### config.mk
export PLATFORM = sky130hd
export DESIGN_NAME = time_epoch_decoder_flat
export DESIGN_NICKNAME = d
export VERILOG_FILES = /design/src/rtl/time_epoch_decoder_if.sv /design/src/rtl/time_epoch_decoder.sv /design/src/flat_wrapper.sv
export SDC_FILE = /design/constraint.sdc
export NUM_CORES = 1
export LEC_CHECK = 0
export CAP_MARGIN = 0
export CORE_MARGIN = 1.5
export CORE_UTILIZATION = 30
export DETAILED_ROUTE_END_ITERATION = 16
export GPL_TIMING_DRIVEN = 1
export PLACE_DENSITY = 0.56
export SETUP_SLACK_MARGIN = 0.5
export SYNTH_ARGS = -nofsm -noshare
export SYNTH_HDL_FRONTEND = slang
export SYNTH_SLANG_ARGS = --single-unit
### constraint.sdc
create_clock -name clk -period 4.8 [get_ports clk]
set_input_delay 0.48 -clock clk [delete_from_list [all_inputs] [get_ports clk]]
set_output_delay 0.48 -clock clk [all_outputs]
set_load 0.01 [all_outputs]
### src/rtl/time_epoch_decoder_if.sv
// Request/result bundle for the epoch decoder: epoch in, broken-down UTC fields out.
interface time_epoch_decoder_if #(
  parameter int EPOCH_W = 40,
  parameter int YEAR_W  = 16
);
  logic               in_valid;
  logic               in_ready;
  logic [EPOCH_W-1:0] in_epoch;
  logic               out_valid;
  logic               out_ready;
  logic [5:0]         out_tm_sec;
  logic [5:0]         out_tm_min;
  logic [4:0]         out_tm_hour;
  logic [4:0]         out_tm_mday;
  logic [3:0]         out_tm_mon;
  logic [YEAR_W-1:0]  out_tm_year;
  logic [2:0]         out_tm_wday;
  logic [8:0]         out_tm_yday;
  logic               busy;

  modport slave (
    input  in_valid, in_epoch, out_ready,
    output in_ready, out_valid, out_tm_sec, out_tm_min, out_tm_hour, out_tm_mday,
           out_tm_mon, out_tm_year, out_tm_wday, out_tm_yday, busy
  );

  modport master (
    output in_valid, in_epoch, out_ready,
    input  in_ready, out_valid, out_tm_sec, out_tm_min, out_tm_hour, out_tm_mday,
           out_tm_mon, out_tm_year, out_tm_wday, out_tm_yday, busy
  );
endinterface

### src/rtl/time_epoch_decoder.sv
// Iterative gmtime: seconds since 1970 -> struct tm fields (UTC).
// States: IDLE -> DIVDAY -> HMS -> WDAY -> YEAR -> MONTH -> DONE -> IDLE.
module time_epoch_decoder #(
  parameter int EPOCH_W = 40,
  parameter int YEAR_W  = 16
) (
  input  logic clk,
  input  logic rst_n,
  time_epoch_decoder_if.slave bus
);
  localparam int DAYS_W = EPOCH_W - 16;
  localparam longint unsigned MAX_DAYS = ((64'd1 << EPOCH_W) - 64'd1) / 64'd86400;
  localparam longint unsigned MAX_YEAR = MAX_DAYS / 64'd365 + 64'd71;

  if (EPOCH_W < 32 || EPOCH_W > 48) begin : g_bad_epoch_w
    $error("time_epoch_decoder: EPOCH_W must be in 32..48");
  end
  if (MAX_YEAR >= (64'd1 << YEAR_W)) begin : g_bad_year_w
    $error("time_epoch_decoder: YEAR_W too narrow for the largest epoch");
  end

  typedef enum logic [2:0] {
    S_IDLE, S_DIVDAY, S_HMS, S_WDAY, S_YEAR, S_MONTH, S_DONE
  } state_t;

  state_t              r_state, w_state_nxt;
  logic [EPOCH_W-1:0]  r_q;
  logic [16:0]         r_rem;
  logic [5:0]          r_cnt;
  logic [4:0]          r_hour;
  logic [5:0]          r_min, r_sec;
  logic [DAYS_W-1:0]   r_wsh;
  logic [2:0]          r_wrem;
  logic [YEAR_W-1:0]   r_year;
  logic [1:0]          r_m4;
  logic [6:0]          r_m100;
  logic [8:0]          r_m400;
  logic                r_leap;
  logic [8:0]          r_yday;
  logic [3:0]          r_mon;

  logic [5:0]          r_tm_sec, r_tm_min;
  logic [4:0]          r_tm_hour, r_tm_mday;
  logic [3:0]          r_tm_mon;
  logic [YEAR_W-1:0]   r_tm_year;
  logic [2:0]          r_tm_wday;
  logic [8:0]          r_tm_yday;

  logic [17:0]         w_dtrial;
  logic                w_dge;
  logic [3:0]          w_wtrial;
  logic                w_wge;
  logic [2:0]          w_wrem_nxt;
  logic [DAYS_W-1:0]   w_days;
  logic                w_leap;
  logic [8:0]          w_ylen;
  logic                w_year_ge;
  logic [4:0]          w_mlen;
  logic                w_mon_ge;
  logic                w_cnt_zero;

  assign w_dtrial   = {r_rem, r_q[EPOCH_W-1]};
  assign w_dge      = (w_dtrial >= 18'd86400);
  assign w_wtrial   = {r_wrem, r_wsh[DAYS_W-1]};
  assign w_wge      = (w_wtrial >= 4'd7);
  assign w_wrem_nxt = w_wge ? 3'(w_wtrial - 4'd7) : w_wtrial[2:0];
  assign w_days     = r_q[DAYS_W-1:0];
  assign w_leap     = (r_m4 == 2'd0) && ((r_m100 != 7'd0) || (r_m400 == 9'd0));
  assign w_ylen     = w_leap ? 9'd366 : 9'd365;
  assign w_year_ge  = (w_days >= DAYS_W'(w_ylen));
  assign w_mon_ge   = (w_days >= DAYS_W'(w_mlen));
  assign w_cnt_zero = (r_cnt == 6'd0);

  always_comb begin
    w_mlen = 5'd31;
    case (r_mon)
      4'd1:                      w_mlen = r_leap ? 5'd29 : 5'd28;
      4'd3, 4'd5, 4'd8, 4'd10:   w_mlen = 5'd30;
      default:                   w_mlen = 5'd31;
    endcase
  end

  always_ff @(posedge clk or negedge rst_n) begin
    if (!rst_n) r_state <= S_IDLE;
    else        r_state <= w_state_nxt;
  end

  always_comb begin
    w_state_nxt = r_state;
    case (r_state)
      S_IDLE:   if (bus.in_valid)        w_state_nxt = S_DIVDAY;
      S_DIVDAY: if (w_cnt_zero)          w_state_nxt = S_HMS;
      S_HMS:    if (r_rem < 17'd60)      w_state_nxt = S_WDAY;
      S_WDAY:   if (w_cnt_zero)          w_state_nxt = S_YEAR;
      S_YEAR:   if (!w_year_ge)          w_state_nxt = S_MONTH;
      S_MONTH:  if (!w_mon_ge)           w_state_nxt = S_DONE;
      S_DONE:   if (bus.out_ready)       w_state_nxt = S_IDLE;
      default:                           w_state_nxt = S_IDLE;
    endcase
  end

  always_comb begin
    bus.in_ready  = (r_state == S_IDLE);
    bus.out_valid = (r_state == S_DONE);
    bus.busy      = (r_state != S_IDLE) && (r_state != S_DONE);
  end

  assign bus.out_tm_sec  = r_tm_sec;
  assign bus.out_tm_min  = r_tm_min;
  assign bus.out_tm_hour = r_tm_hour;
  assign bus.out_tm_mday = r_tm_mday;
  assign bus.out_tm_mon  = r_tm_mon;
  assign bus.out_tm_year = r_tm_year;
  assign bus.out_tm_wday = r_tm_wday;
  assign bus.out_tm_yday = r_tm_yday;

  // r_q holds the dividend, then the quotient (days), then the running day remainder.
  always_ff @(posedge clk or negedge rst_n) begin
    if (!rst_n) begin
      r_q <= '0;  r_rem <= '0;  r_cnt <= '0;  r_hour <= '0;  r_min <= '0;  r_sec <= '0;
      r_wsh <= '0;  r_wrem <= '0;  r_year <= '0;  r_m4 <= '0;  r_m100 <= '0;  r_m400 <= '0;
      r_leap <= 1'b0;  r_yday <= '0;  r_mon <= '0;
      r_tm_sec <= '0;  r_tm_min <= '0;  r_tm_hour <= '0;  r_tm_mday <= '0;
      r_tm_mon <= '0;  r_tm_year <= '0;  r_tm_wday <= '0;  r_tm_yday <= '0;
    end else begin
      case (r_state)
        S_IDLE: if (bus.in_valid) begin
          r_q    <= bus.in_epoch;
          r_rem  <= '0;
          r_cnt  <= 6'(EPOCH_W - 1);
          r_hour <= '0;
          r_min  <= '0;
        end
        S_DIVDAY: begin
          r_rem <= w_dge ? 17'(w_dtrial - 18'd86400) : w_dtrial[16:0];
          r_q   <= {r_q[EPOCH_W-2:0], w_dge};
          if (!w_cnt_zero) r_cnt <= r_cnt - 6'd1;
        end
        S_HMS: begin
          if (r_rem >= 17'd3600) begin
            r_rem  <= r_rem - 17'd3600;
            r_hour <= r_hour + 5'd1;
          end else if (r_rem >= 17'd60) begin
            r_rem <= r_rem - 17'd60;
            r_min <= r_min + 6'd1;
          end else begin
            r_sec  <= r_rem[5:0];
            r_wsh  <= w_days + DAYS_W'(4);
            r_wrem <= '0;
            r_cnt  <= 6'(DAYS_W - 1);
            r_year <= YEAR_W'(70);
            r_m4   <= 2'd2;
            r_m100 <= 7'd70;
            r_m400 <= 9'd370;
          end
        end
        S_WDAY: begin
          r_wsh  <= {r_wsh[DAYS_W-2:0], 1'b0};
          r_wrem <= w_wrem_nxt;
          if (!w_cnt_zero) r_cnt <= r_cnt - 6'd1;
        end
        S_YEAR: begin
          if (w_year_ge) begin
            r_q    <= r_q - EPOCH_W'(w_ylen);
            r_year <= r_year + YEAR_W'(1);
            r_m4   <= r_m4 + 2'd1;
            r_m100 <= (r_m100 == 7'd99)  ? 7'd0 : r_m100 + 7'd1;
            r_m400 <= (r_m400 == 9'd399) ? 9'd0 : r_m400 + 9'd1;
          end else begin
            r_yday <= w_days[8:0];
            r_leap <= w_leap;
            r_mon  <= '0;
          end
        end
        S_MONTH: begin
          if (w_mon_ge) begin
            r_q   <= r_q - EPOCH_W'(w_mlen);
            r_mon <= r_mon + 4'd1;
          end else begin
            r_tm_sec  <= r_sec;
            r_tm_min  <= r_min;
            r_tm_hour <= r_hour;
            r_tm_mday <= w_days[4:0] + 5'd1;
            r_tm_mon  <= r_mon;
            r_tm_year <= r_year;
            r_tm_wday <= r_wrem;
            r_tm_yday <= r_yday;
          end
        end
        default: ;
      endcase
    end
  end
endmodule

### src/flat_wrapper.sv
// flat-port wrapper written by rule: the top's interface ports become plain ports
module time_epoch_decoder_flat 
#(
  parameter int EPOCH_W = 40,
  parameter int YEAR_W  = 16
)
  (clk, rst_n, bus_in_valid, bus_in_epoch, bus_out_ready, bus_in_ready, bus_out_valid, bus_out_tm_sec, bus_out_tm_min, bus_out_tm_hour, bus_out_tm_mday, bus_out_tm_mon, bus_out_tm_year, bus_out_tm_wday, bus_out_tm_yday, bus_busy);
  time_epoch_decoder_if #(.EPOCH_W(EPOCH_W), .YEAR_W(YEAR_W)) bus_i ();
  input  logic clk;
  input  logic rst_n;
  input wire logic [$bits(bus_i.in_valid)-1:0] bus_in_valid;
  input wire logic [$bits(bus_i.in_epoch)-1:0] bus_in_epoch;
  input wire logic [$bits(bus_i.out_ready)-1:0] bus_out_ready;
  output wire logic [$bits(bus_i.in_ready)-1:0] bus_in_ready;
  output wire logic [$bits(bus_i.out_valid)-1:0] bus_out_valid;
  output wire logic [$bits(bus_i.out_tm_sec)-1:0] bus_out_tm_sec;
  output wire logic [$bits(bus_i.out_tm_min)-1:0] bus_out_tm_min;
  output wire logic [$bits(bus_i.out_tm_hour)-1:0] bus_out_tm_hour;
  output wire logic [$bits(bus_i.out_tm_mday)-1:0] bus_out_tm_mday;
  output wire logic [$bits(bus_i.out_tm_mon)-1:0] bus_out_tm_mon;
  output wire logic [$bits(bus_i.out_tm_year)-1:0] bus_out_tm_year;
  output wire logic [$bits(bus_i.out_tm_wday)-1:0] bus_out_tm_wday;
  output wire logic [$bits(bus_i.out_tm_yday)-1:0] bus_out_tm_yday;
  output wire logic [$bits(bus_i.busy)-1:0] bus_busy;
  assign bus_i.in_valid = bus_in_valid;
  assign bus_i.in_epoch = bus_in_epoch;
  assign bus_i.out_ready = bus_out_ready;
  assign bus_in_ready = bus_i.in_ready;
  assign bus_out_valid = bus_i.out_valid;
  assign bus_out_tm_sec = bus_i.out_tm_sec;
  assign bus_out_tm_min = bus_i.out_tm_min;
  assign bus_out_tm_hour = bus_i.out_tm_hour;
  assign bus_out_tm_mday = bus_i.out_tm_mday;
  assign bus_out_tm_mon = bus_i.out_tm_mon;
  assign bus_out_tm_year = bus_i.out_tm_year;
  assign bus_out_tm_wday = bus_i.out_tm_wday;
  assign bus_out_tm_yday = bus_i.out_tm_yday;
  assign bus_busy = bus_i.busy;
  time_epoch_decoder #(.EPOCH_W(EPOCH_W), .YEAR_W(YEAR_W)) u_core (.clk(clk), .rst_n(rst_n), .bus(bus_i));
endmodule
Yosys cells after proc, flatten, opt, wreduce, memory -nomap -nowiden
Index checks and enable logic that the tools add are counted.
{"block": "word_totals", "regBits": 212, "input_bits": 44, "out_inout_bits": 57, "elab_cells": 170}
{"block": "op_classes", "n_addsub": 16, "magnitude_cmp": 7, "eq_ne": 29, "n_mux": 60, "bitwise": 4, "n_reduce_logical": 30}
{"cell": "$pmux W40 S4", "n": 1}
{"cell": "$mux W40", "n": 3}
{"cell": "$mux W17", "n": 4}
{"cell": "$pmux W17 S3", "n": 1}
{"cell": "$mux W16", "n": 3}
{"cell": "$mux W24", "n": 2}
{"cell": "$pmux W24 S2", "n": 1}
{"cell": "$mux W6", "n": 7}
{"cell": "$sub A40 B5 Y40", "n": 1}
{"cell": "$sub A40 B9 Y40", "n": 1}
{"cell": "$mux W9", "n": 4}
{"cell": "$pmux W16 S2", "n": 1}
{"cell": "$mux W3", "n": 10}
{"cell": "$mux W7", "n": 4}
{"cell": "$add A24 B3 Y24 const B", "n": 1}
{"cell": "$ge A24 B5 Y1", "n": 1}
{"cell": "$ge A24 B9 Y1", "n": 1}
{"cell": "$pmux W3 S7", "n": 1}
{"cell": "$pmux W5 S2", "n": 2}
{"cell": "$ge A18 B17 Y1 const B", "n": 1}
{"cell": "$pmux W6 S3", "n": 1}
{"cell": "$pmux W9 S2", "n": 1}
{"cell": "$ge A17 B12 Y1 const B", "n": 1}
{"cell": "$ge A17 B6 Y1 const B", "n": 1}
{"cell": "other kinds (54)", "n": 92}

Logic depth before layout (Yosys ltp)
{"block": "depth", "depth_word": 7, "mapped_depth": 16, "mapped_depth_nobuf": 15}

Least setup slack after synthesis
No wires, ideal clock.
{"block": "synth_timing", "path_kind": "register to register", "start": "reg u_core.r_m400[4]", "end": "reg u_core.r_q[32]", "setup_ns": 0.121, "arrival_time_ns": 3.435, "t_required_ns": 4.679, "path_slack_ns": 1.244, "path_stages_with_launch": 16, "path_buffers": 1, "period_less_slack_ns": 3.556, "path_cell_list": "dfrtp_1 > clkbuf_1 > nor3_1 > and3_1 > o21ai_0 > nand2_1 > a21bo_2 > ha_1 > inv_1 > fa_1 > nand4_1 > a21boi_0 > o311ai_0 > nand3_1 > a211o_1 > a22o_1"}
{"block": "synth_via", "elab_chain_len": 7, "elab_cells_between_ends": 10, "cone_classes": "1 x add/sub; 1 x order compare; 1 x eq/ne; 3 x mux; 4 x reduce/logical"}
{"item": "start, declared", "line_no": "time_epoch_decoder.sv:37", "text": "logic [8:0] r_m400;"}
{"item": "start signal, assigned", "line_no": "time_epoch_decoder.sv:168", "text": "r_m400 <= (r_m400 == 9'd399) ? 9'd0 : r_m400 + 9'd1;"}
{"item": "$logic_not A9 Y1 (*)", "line_no": "time_epoch_decoder.sv:68", "text": "assign w_leap = (r_m4 == 2'd0) && ((r_m100 != 7'd0) || (r_m400 == 9'd0));"}
{"item": "$logic_or A1 B1 Y1 (*)", "line_no": "time_epoch_decoder.sv:68"}
{"item": "$logic_and A1 B1 Y1 (*)", "line_no": "time_epoch_decoder.sv:68"}
{"item": "$mux W2 (*)", "line_no": "time_epoch_decoder.sv:69", "text": "assign w_ylen = w_leap ? 9'd366 : 9'd365;"}
{"item": "$sub A40 B9 Y40 / $ge A24 B9 Y1 (equally long branches)", "line_no": "time_epoch_decoder.sv:164, time_epoch_decoder.sv:70"}
{"item": "$mux W40 / $ne A2 B1 Y1 (equally long branches)"}
{"item": "$pmux W40 S4 / $reduce_and A4 Y1 (equally long branches)"}
{"item": "end signal, assigned", "line_no": "time_epoch_decoder.sv:128", "text": "r_q <= bus.in_epoch;"}
{"item": "end signal, assigned", "line_no": "time_epoch_decoder.sv:136", "text": "r_q <= {r_q[EPOCH_W-2:0], w_dge};"}
{"item": "end signal, assigned", "line_no": "time_epoch_decoder.sv:164", "text": "r_q <= r_q - EPOCH_W'(w_ylen);"}
{"item": "end, declared", "line_no": "time_epoch_decoder.sv:27", "text": "logic [EPOCH_W-1:0] r_q;"}
Every way passes the cells marked *; elsewhere a longest branch is shown, timed or not. The select of a mux whose other input is x is not followed.
A chain may end at the register's enable or synchronous reset.

Worst setup path after layout
{"block": "layout_timing", "start": "reg u_core.r_state[0]", "end": "reg u_core.r_q[32]"}
{"block": "layout_via", "elab_chain_len": 3, "elab_cells_between_ends": 10, "cone_classes": "6 x eq/ne; 1 x mux; 3 x reduce/logical"}
{"item": "start, declared", "line_no": "time_epoch_decoder.sv:26", "text": "state_t r_state, w_state_nxt;"}
{"item": "start signal, assigned", "line_no": "time_epoch_decoder.sv:85", "text": "else r_state <= w_state_nxt;"}
{"item": "$eq A3 B3 Y1, or another cell as far along", "line_no": "time_epoch_decoder.sv:126", "text": "case (r_state)"}
{"item": "$ne A2 B1 Y1 (no source line), or another cell as far along"}
{"item": "$reduce_and A4 Y1 (no source line)"}
Parallel ways exist; a longest one is shown, timed or not.

==> out/metrics.yaml <==
p_comb_share_pct: 38.7
ioPinCount: 101
place_ws_ps: 784
cp_data_arrival_time_ps: 4330
path_class: "reg -> reg"
max_freq_ghz: 0.257
dp_hpwl_um: 25100
p_leak_nw: 6.34
grt_max_degree: 100
cts-root-buf: "clkbuf_16"
cts_buffers: 26
yosys-top-cells-area: "dfrtp_1 (42%), nand2_1 (8.3%), o21ai_0 (5.0%), ha_1 (3.3%), a21oi_1 (2.7%)"
cts_resized: 0
post_cts_buffers: 0
max-vdd-ir-drop_mv: 0.322
ys_seq_elements: 212
rows: 74
avgSynthCellArea_um2: 8.43
clock_latency_ps: 550
outcome: "finished with violations"
grt_pass1_wl_um: 62000
n_fill_cell: 4161
hold_buffers: 0
r2r-start: "u_core.r_state[0]$_DFFE_PN0P_"
cp_common_cell: "inv_1"
finalNetCount: 1610
cp_num_buf_inv: 3
path_cells: "nor2b_1 > nand2_1 > inv_1 > a21bo_2 > ha_1 > inv_1 > fa_1 > nand4_1 > a21boi_0 > o311ai_0 > buf_4 > nand3_1 > a211o_1 > a22o_1"
grtUsageTotal_pct: 17.3
crit_path_end: "u_core.r_q[32]$_DFFE_PN0P_"
drv_cap: 0
antenna_found_initial: 0
crit_start: "u_core.r_state[0]$_DFFE_PN0P_"
post-route-min-period_ps: 3890
fin_cells: 2083
p_int_mw: 4.55
worst_path_max_delay_cell: "dfrtp_1"
area_growth_pct: 17.8
fin_ws_ps: 907
via_per_inst: 5.51
worstReg2RegEnd: "u_core.r_q[32]$_DFFE_PN0P_"
postSynthCellCount: 1497
yosys_warnings: 0
seq_power_share_pct: 37.3
fin_worst_skew_ps: 14.0
numPortBuffers: 100
worst_slew_pin_slew_ps: 1120
violations: "negative hold slack"
dieArea_um2: 43300
syn_area_um2: 12600
grt_overflow: 0
start_util_pct: 30.6
timing.setup.tns_ps: 0
cts_tree: "done"
die_h_um: 208
yosys_most_used_dff: "dfrtp_1"
synth_area_leader_cell: "dfrtp_1"
drt_pass1_iterations: 5
die_w_um: 208
critPathMaxStageDelay_ps: 720
rsz0062_at_grt: "no"
drc: 0
crit_path_end_kind: "register"
synth-edff-count: 0
final-max-slew-violation-count: 0
p_sw_share_pct: 42.7
cp_max_fo: 20
diodes: 0
p_switching_mw: 3.40
timing.hold.ws_ps: -77.0
critPathLaunchType: "register"
cts_num_sinks: 212
wl_um: 37600
clk_pin_slew_ps: 60
htreeDepth: 1
p_total_mw: 7.95
yosysSeqAreaShare_pct: 42.0
wire_per_inst_um: 18.0
multi_input_area_um2: 6710
path_depth: 14
place.gp.congestion: 0.890
min_path_type: "in -> async"
setup_viol: 0
finalCritPeriodShare_pct: 81.1
powerDensity_nw_per_um2: 535
critPathRequiredTime_ps: 5230
synthArstFlopShare_pct: 100
r2r_setup_slack_ps: 910
drt_first_iter_violations: 1023
core_area_um2: 41200
reg2regPathDepth: 14
grt_pass1_vias: 11300
synthesis.nets: 1575
clockBufferDepth: 3
synth_top_area_share_pct: 42.0
slew_headroom_pct: 25.2
ant_nets: 0
crit_family: "compound AO/OA/AOI/OAI gates"
layout.area.seq_um2: 5310
drive_gt1_share_pct: 7.16
vias: 11500
place_inst: 2036
synth_cell_types: 87
hold_viol: 21
clkPwrFrac_pct: 24.0
-- state kept, by name, indices dropped and copies added (netlist names), 4 cells and up --
register	count
u_core.bus.out_tm_sec	6
u_core.r_rem	17
u_core.r_sec	6
u_core.r_min	6
u_core.bus.out_tm_hour	5
u_core.r_m400	9
u_core.r_year	16
u_core.bus.out_tm_mday	5
u_core.r_m100	7
u_core.bus.out_tm_yday	9
u_core.bus.out_tm_mon	4
u_core.r_cnt	6
u_core.r_yday	9
u_core.r_hour	5
u_core.bus.out_tm_year	16
u_core.bus.out_tm_min	6
u_core.r_mon	4
u_core.r_wsh	24
u_core.r_q	40
-- cells in the final DEF, fill, tap and decap left out, types with 8 or more instances in the layout --
master and count:
and3_1 25, a21oi_1 68, and2_1 10, clkdlybuf4s50_1 99, clkbuf_16 27, mux2_2 14
nand4_1 15, o211ai_1 16, buf_4 23, xor2_1 14, o31ai_1 40, nand3_1 56
inv_1 44, or3_1 16, xnor2_1 25, nand2b_1 8, nor2b_1 10, dfrtp_1 212
o22ai_1 13, o31a_1 9, a22o_1 11, or4_1 10, mux2i_1 10, a31oi_1 27
nand2_1 279, nor4_1 16, o21ai_0 125, nor3_1 42, nor2_1 83, a221oi_1 9
ha_1 33
-- Yosys cell counts, types with 11 or more instances --
master	count
o21ai_0	125
xor2_1	14
a31oi_1	27
nor2_1	86
nand4_1	15
mux2_2	14
a21oi_1	68
o211ai_1	16
and3_1	25
nor4_1	16
nand2_1	279
ha_1	33
nand3_1	56
a22o_1	11
clkbuf_1	79
nor3_1	43
o31ai_1	40
xnor2_1	25
inv_1	44
dfrtp_1	212
buf_2	26
or3_1	17
o22ai_1	13
-- layer usage --
layer	part of all wire, %	wire length [um]	vias up	global-route usage [%]
met1	46	17500	5593	24.4
met4	1.5	554	0	4.56
met3	6.0	2240	39	2.31
met5	0	0	-	0
met2	46	17300	363	27.9
li1	-	-	5474	-
-- power by group through the flow --
stage               Combinational (mW)  Sequential, mW  Clock, mW
floorplan                         2.61            2.51          0
global placement                  3.01            2.96          0
detailed placement                3.06            2.98          0
CTS                               3.07            2.95       1.95
global route                      3.45            3.06       2.03
finish                            3.07            2.97       1.91
-- worst min path at each step --
stage,slack [ps],depth (start not counted),start,end
4_1_cts,10,1,rst_n,u_core.r_q[18]$_DFFE_PN0P_
5_1_grt,40,1,rst_n,u_core.r_q[33]$_DFFE_PN0P_
3_5_place_dp,460,2,u_core.bus.out_tm_year[0]$_DFFE_PN0P_,u_core.bus.out_tm_year[0]$_DFFE_PN0P_
3_3_place_gp,450,2,u_core.bus.out_tm_year[9]$_DFFE_PN0P_,u_core.bus.out_tm_year[9]$_DFFE_PN0P_
6_report,-80,1,rst_n,u_core.r_q[33]$_DFFE_PN0P_
2_1_floorplan,180,0,rst_n,u_core.bus.out_tm_hour[0]$_DFFE_PN0P_
-- metrics by stage --
step           util [%]  cell area (um^2)
5_1_grt            36.1             14900
2_1_floorplan         -             12600
4_1_cts            36.1             14900
6_report           36.1             14900
3_5_place_dp       34.1             14000
3_3_place_gp       34.1             14000
-- area by class of cell --
class / count / area share, %
Multi-Input combinational cell: 1124 / 45.1
Sequential cell: 212 / 35.7
Timing Repair Buffer: 124 / 8.06
Clock buffer: 37 / 5.13
Tap cell: 532 / 4.48
Inverter: 44 / 1.11
Clock inverter: 10 / 0.396
-- cells by family (layout without fill, tap and decap cells) --
family / Yosys count / count (layout) / synth area share (%)
AO/OA/AOI/OAI: 416 / 416 / 21.7
XOR/XNOR: 39 / 39 / 2.71
adder cells (fa/ha/maj): 34 / 34 / 3.43
buffers and inverters: 161 / 215 / 5.17
flip-flops: 212 / 212 / 42.0
multiplexers: 24 / 24 / 2.04
AND/OR/NAND/NOR: 611 / 611 / 22.9
No activity file was read; power rests on OpenSTA's default activity.
==> RTL edit 1, RTL diff (same settings) <==
`YEAR_W` is set to 16 in 3 places; all go to 17.
--- a/src/rtl/time_epoch_decoder_if.sv
+++ b/src/rtl/time_epoch_decoder_if.sv
@@ -2,5 +2,5 @@
 interface time_epoch_decoder_if #(
   parameter int EPOCH_W = 40,
-  parameter int YEAR_W  = 16
+  parameter int YEAR_W  = 17
 );
   logic               in_valid;
--- a/src/rtl/time_epoch_decoder.sv
+++ b/src/rtl/time_epoch_decoder.sv
@@ -3,5 +3,5 @@
 module time_epoch_decoder #(
   parameter int EPOCH_W = 40,
-  parameter int YEAR_W  = 16
+  parameter int YEAR_W  = 17
 ) (
   input  logic clk,
--- a/src/flat_wrapper.sv
+++ b/src/flat_wrapper.sv
@@ -3,5 +3,5 @@
 #(
   parameter int EPOCH_W = 40,
-  parameter int YEAR_W  = 16
+  parameter int YEAR_W  = 17
 )
   (clk, rst_n, bus_in_valid, bus_in_epoch, bus_out_ready, bus_in_ready, bus_out_valid, bus_out_tm_sec, bus_out_tm_min, bus_out_tm_hour, bus_out_tm_mday, bus_out_tm_mon, bus_out_tm_year, bus_out_tm_wday, bus_out_tm_yday, bus_busy);
Ports: changed (resized bus_out_tm_year); port bits go from 101 to 102. The function was not compared with the original's and may differ.
==> RTL edit 1 against the original RTL <==
- the run still ends with hold timing left
- power increased by 16%
- clock power increased by 13%
- die area increased by 1.6%
- sequential share of layout area decreased by 0.60 points
- sequential cell count increased by 2
- area after synthesis increased by 1.6%
- design area increased by 2.7%
- routed wire length increased by 1.7%
- setup slack got worse by 0.020 ns
- non-clock buffer count increased by 4
- synthesized cell count about the same
- critical path depth decreased by 2
- fmax decreased by 0.51%
- highest routed layer unchanged
==> RTL edit 1: results <==
export IMPL_drive_gt1_share_pct=7.23
export IMPL_critical_path_max_stage_delay_ns=0.67
export IMPL_violations="hold timing"
export IMPL_cts_setup_buffers=0
export IMPL_clock_skew_ns=0.0202
export IMPL_grt_pass1_vias=11304
export IMPL_synth_warnings=0
export IMPL_antenna_found_initial=0
export IMPL_wl_per_cell_microns=18.2
export IMPL_slew_headroom_pct=22.3
export IMPL_synth_common_cells="nand2_1 (285), dfrtp_1 (214), o21ai_0 (109), clkbuf_1 (84), nor2_1 (79)"
export IMPL_hold_violations=5
export IMPL_grt_usage_pct=17.4
export IMPL_ir_drop_uv=365
export IMPL_synthAdderAreaFrac_pct=3.37
export IMPL_synth_xor_area_share_pct=2.53
export IMPL_synth_compound_area_share_pct=21.4
export IMPL_worst_hold_slack_ns=-0.0147
export IMPL_seq_area_frac_synth_pct=41.7
export IMPL_crit_arrival_ns=4.35
export IMPL_first_iter_violations=1044
export IMPL_vias_per_cell=5.54
export IMPL_crit_path_max_fanout=17
export IMPL_numCtsBuffers=27
export IMPL_clkTransAtPathRegs_ns=0.06
export IMPL_cts_root_buf="clkbuf_16"
export IMPL_dp_hpwl_microns=26000
export IMPL_syn_nets=1576
export IMPL_p_leak_nw=6.62
export IMPL_finalNetCount=1622
export IMPL_io_buffers=101
export IMPL_status="finished with violations"
export IMPL_netlist_top_cells_area="dfrtp_1 (42%), nand2_1 (8.3%), o21ai_0 (4.3%)"
export IMPL_grt_max_degree=111
export IMPL_place_congestion=0.868
export IMPL_grt_pass1_wl_microns=62800
export IMPL_synth_distinct_cells=83
export IMPL_synthMuxAreaShare_pct=2.68
export IMPL_clk_latency_ns=0.56
export IMPL_reg_largest_list="u_core.r_q: 40 flops, u_core.r_wsh: 24 flops"
==> RTL edit 1: changes by cell type after synthesis, sizes merged, moves of 12 or more <==
cell / before / now
a21oi: 69 / 55
o2bb2ai: 1 / 15
a31oi: 28 / 16
mux2i: 10 / 22
a22oi: 6 / 19
o21ai: 128 / 111
nand2b: 9 / 21
==> RTL edit 1: metrics by stage <==
| step | cell area (sq um) | utilization, % | cells | power (mW) | worst slack [ns] |
|---|---|---|---|---|---|
| 2_1_floorplan | 12800 | - | 1498 | 5.88 | 1.44 |
| 3_3_place_gp | 14300 | 34.0 | 2054 | 6.95 | 0.904 |
| 3_5_place_dp | 14300 | 34.0 | 2054 | 7.04 | 0.726 |
| 4_1_cts | 15300 | 36.3 | 2103 | 9.25 | 0.708 |
| 5_1_grt | 15300 | 36.3 | 2103 | 9.92 | 0.640 |
| 6_report | 15300 | 36.3 | 2103 | 9.23 | 0.887 |
==> RTL edit 1: path summary, 6_finish.rpt <==
path | cells after the start | to | slack, ns | from
hold reg to reg | 2 | u_core.bus.out_tm_hour[0] | 0.46 | u_core.bus.out_tm_hour[0]
setup / recovery | 12 | u_core.r_q[20] | 0.89 | u_core.r_state[2]
max in group asynchronous | 2 | u_core.r_wsh[16] | 3.67 | rst_n
setup reg to reg | 12 | u_core.r_q[20] | 0.89 | u_core.r_state[2]
min in group clk | 2 | u_core.bus.out_tm_hour[0] | 0.46 | u_core.bus.out_tm_hour[0]
hold / removal | 1 | u_core.bus.out_tm_year[14] | -0.01 | rst_n
==> RTL edit 1: cells by family after synthesis <==
group | Yosys count
xor+xnor | 37
fa+ha+maj | 34
compound gates | 395
buf+inv | 151
mux | 33
flops | 214
simple gates | 634
==> RTL edit 1: final cells by class <==
class                           count  area, sq um
Clock buffer                       39          821
Tap cell                          539          674
Multi-Input combinational cell   1133         6890
Sequential cell                   214         5360
Fill cell                        4313        26800
Timing Repair Buffer              128         1230
Inverter                           40          150
Clock inverter                     10          143
==> RTL edit 1: routing by layer <==
metal  GRT usage, %  routed length (microns)  part of all wire (%)
met5              0                        0                     0
met4           4.44                      776                   2.0
met3           2.48                     2360                   6.2
met2           26.8                    17000                    44
met1           25.6                    18100                    47
==> RTL edit 1: worst reg2reg max path, delay by kind of cell, from the launching register on <==
family                     cells  cell delay [ns]
adders and majority gates      2             0.66
buffers and inverters          1             0.06
and+or+nand+nor                4             0.80
DFF                            1             0.67
AOI/OAI and AO/OA              5             1.61
==> RTL edit 1: what timing repair did <==
item / in CTS / in global routing
hold endpoints to repair: 0 / 0
gates resized for setup: 0 / 1
setup endpoints to repair: 0 / 2
==> RTL edit 1: power by group <==
part	switching (mW)	internal [mW]	leakage [nW]
combinational	2.44	1.60	3.35
sequential	0.750	2.27	2.79
clock	0.818	1.35	0.479
total	4.01	5.22	6.62
==> RTL edit 2, RTL diff (config.mk and constraints unchanged) <==
Made on the original files. Re-encode `state_t` (7 states) as one-hot, 7 bits wide.
--- a/src/rtl/time_epoch_decoder.sv
+++ b/src/rtl/time_epoch_decoder.sv
@@ -20,6 +20,6 @@
   end
 
-  typedef enum logic [2:0] {
-    S_IDLE, S_DIVDAY, S_HMS, S_WDAY, S_YEAR, S_MONTH, S_DONE
+  typedef enum logic [6:0] {
+    S_IDLE = 7'b0000001, S_DIVDAY = 7'b0000010, S_HMS = 7'b0000100, S_WDAY = 7'b0001000, S_YEAR = 7'b0010000, S_MONTH = 7'b0100000, S_DONE = 7'b1000000
   } state_t;
 
Behaviour: no difference found for any inputs over 4 cycles, from zero or initial values and one cycle with rst_n low; so few cycles prove little.
==> RTL edit 2 against the original RTL <==
- critical path depth fell by 4
- sequential cell count increased by 4
- area after synthesis increased by 1.9%
- design area increased by 2.4%
- routed wire length up 1.4%
- fmax decreased by 5.4%
- final cell count up 0.77%
- power grew 9.1%
- sequential share of layout area shrank 0.18 points
- setup slack lost 0.22 ns
- clock skew rose by 0.00066 ns
- die area is 1.9% higher
==> RTL edit 2: results <==
export IMPL_status="completed"
export IMPL_powerDensity_nw_per_um2=570
export IMPL_totalWireLength_microns=38100
export IMPL_synthMuxAreaShare_pct=2.89
export IMPL_dp_slack_ns=0.449
export IMPL_reg2reg_depth=10
export IMPL_netlist_instances=1496
export IMPL_multi_input_cells=1125
export IMPL_placed_cell_area_sq_um=14300
export IMPL_place_congestion=0.877
export IMPL_slew_headroom_pct=35.3
export IMPL_synth_distinct_cells=90
export IMPL_clk_latency_ns=0.57
export IMPL_grt_pass1_wl_microns=62500
export IMPL_clkPwrFrac_pct=23.6
export IMPL_first_iter_violations=897
export IMPL_inv_count=51
export IMPL_critical_path_max_stage_delay_ns=0.61
export IMPL_synth_xor_area_share_pct=2.38
export IMPL_clk_share_pct=5.83
export IMPL_finalNetCount=1619
export IMPL_final_core_util_pct=36.1
export IMPL_ir_drop_uv=362
export IMPL_p_leak_nw=6.37
export IMPL_r2r_end="u_core.r_q[39]"
export IMPL_drive_gt1_share_pct=7.88
export IMPL_seq_share_pct=35.5
export IMPL_synthAdderAreaFrac_pct=3.37
export IMPL_pg_seq_mw=3.01
export IMPL_clock_sinks=216
export IMPL_netlist_top_cells_area="dfrtp_1 (42%), nand2_1 (7.4%), o21ai_0 (5.1%)"
export IMPL_n_clock_buffer=36
RTL edit 2: layer usage:
metal	vias up	track usage, %	routed length (microns)
met5	-	0	0
met4	0	5.38	1030
met3	66	2.26	1530
met2	279	27.9	17700
met1	5625	24.1	17800
li1	5539	-	-
RTL edit 2: logic make-up after synthesis:
family,count (synthesis)
muxes,35
xor gates and xnor gates,35
buffers and inverters,155
DFF,216
and+or+nand+nor,619
adders and majority gates,34
AOI/OAI and AO/OA,402
RTL edit 2: critical path, delay by kind of cell, from the launching register on:
| kind | cells | cell delay [ns] |
|---|---|---|
| buffers and inverters | 1 | 0.19 |
| adders and majority gates | 1 | 0.32 |
| AOI/OAI and AO/OA | 4 | 1.20 |
| and+or+nand+nor | 4 | 1.77 |
| DFF | 1 | 0.50 |
RTL edit 2: timing repair:
action                                 4_1_cts  5_1_grt
setup buffers                                0        1
cloned                                       0        0
setup endpoints to repair                    4       27
pin swaps                                    1        1
gates resized for setup                      1        5
endpoints found under the hold margin        0        0
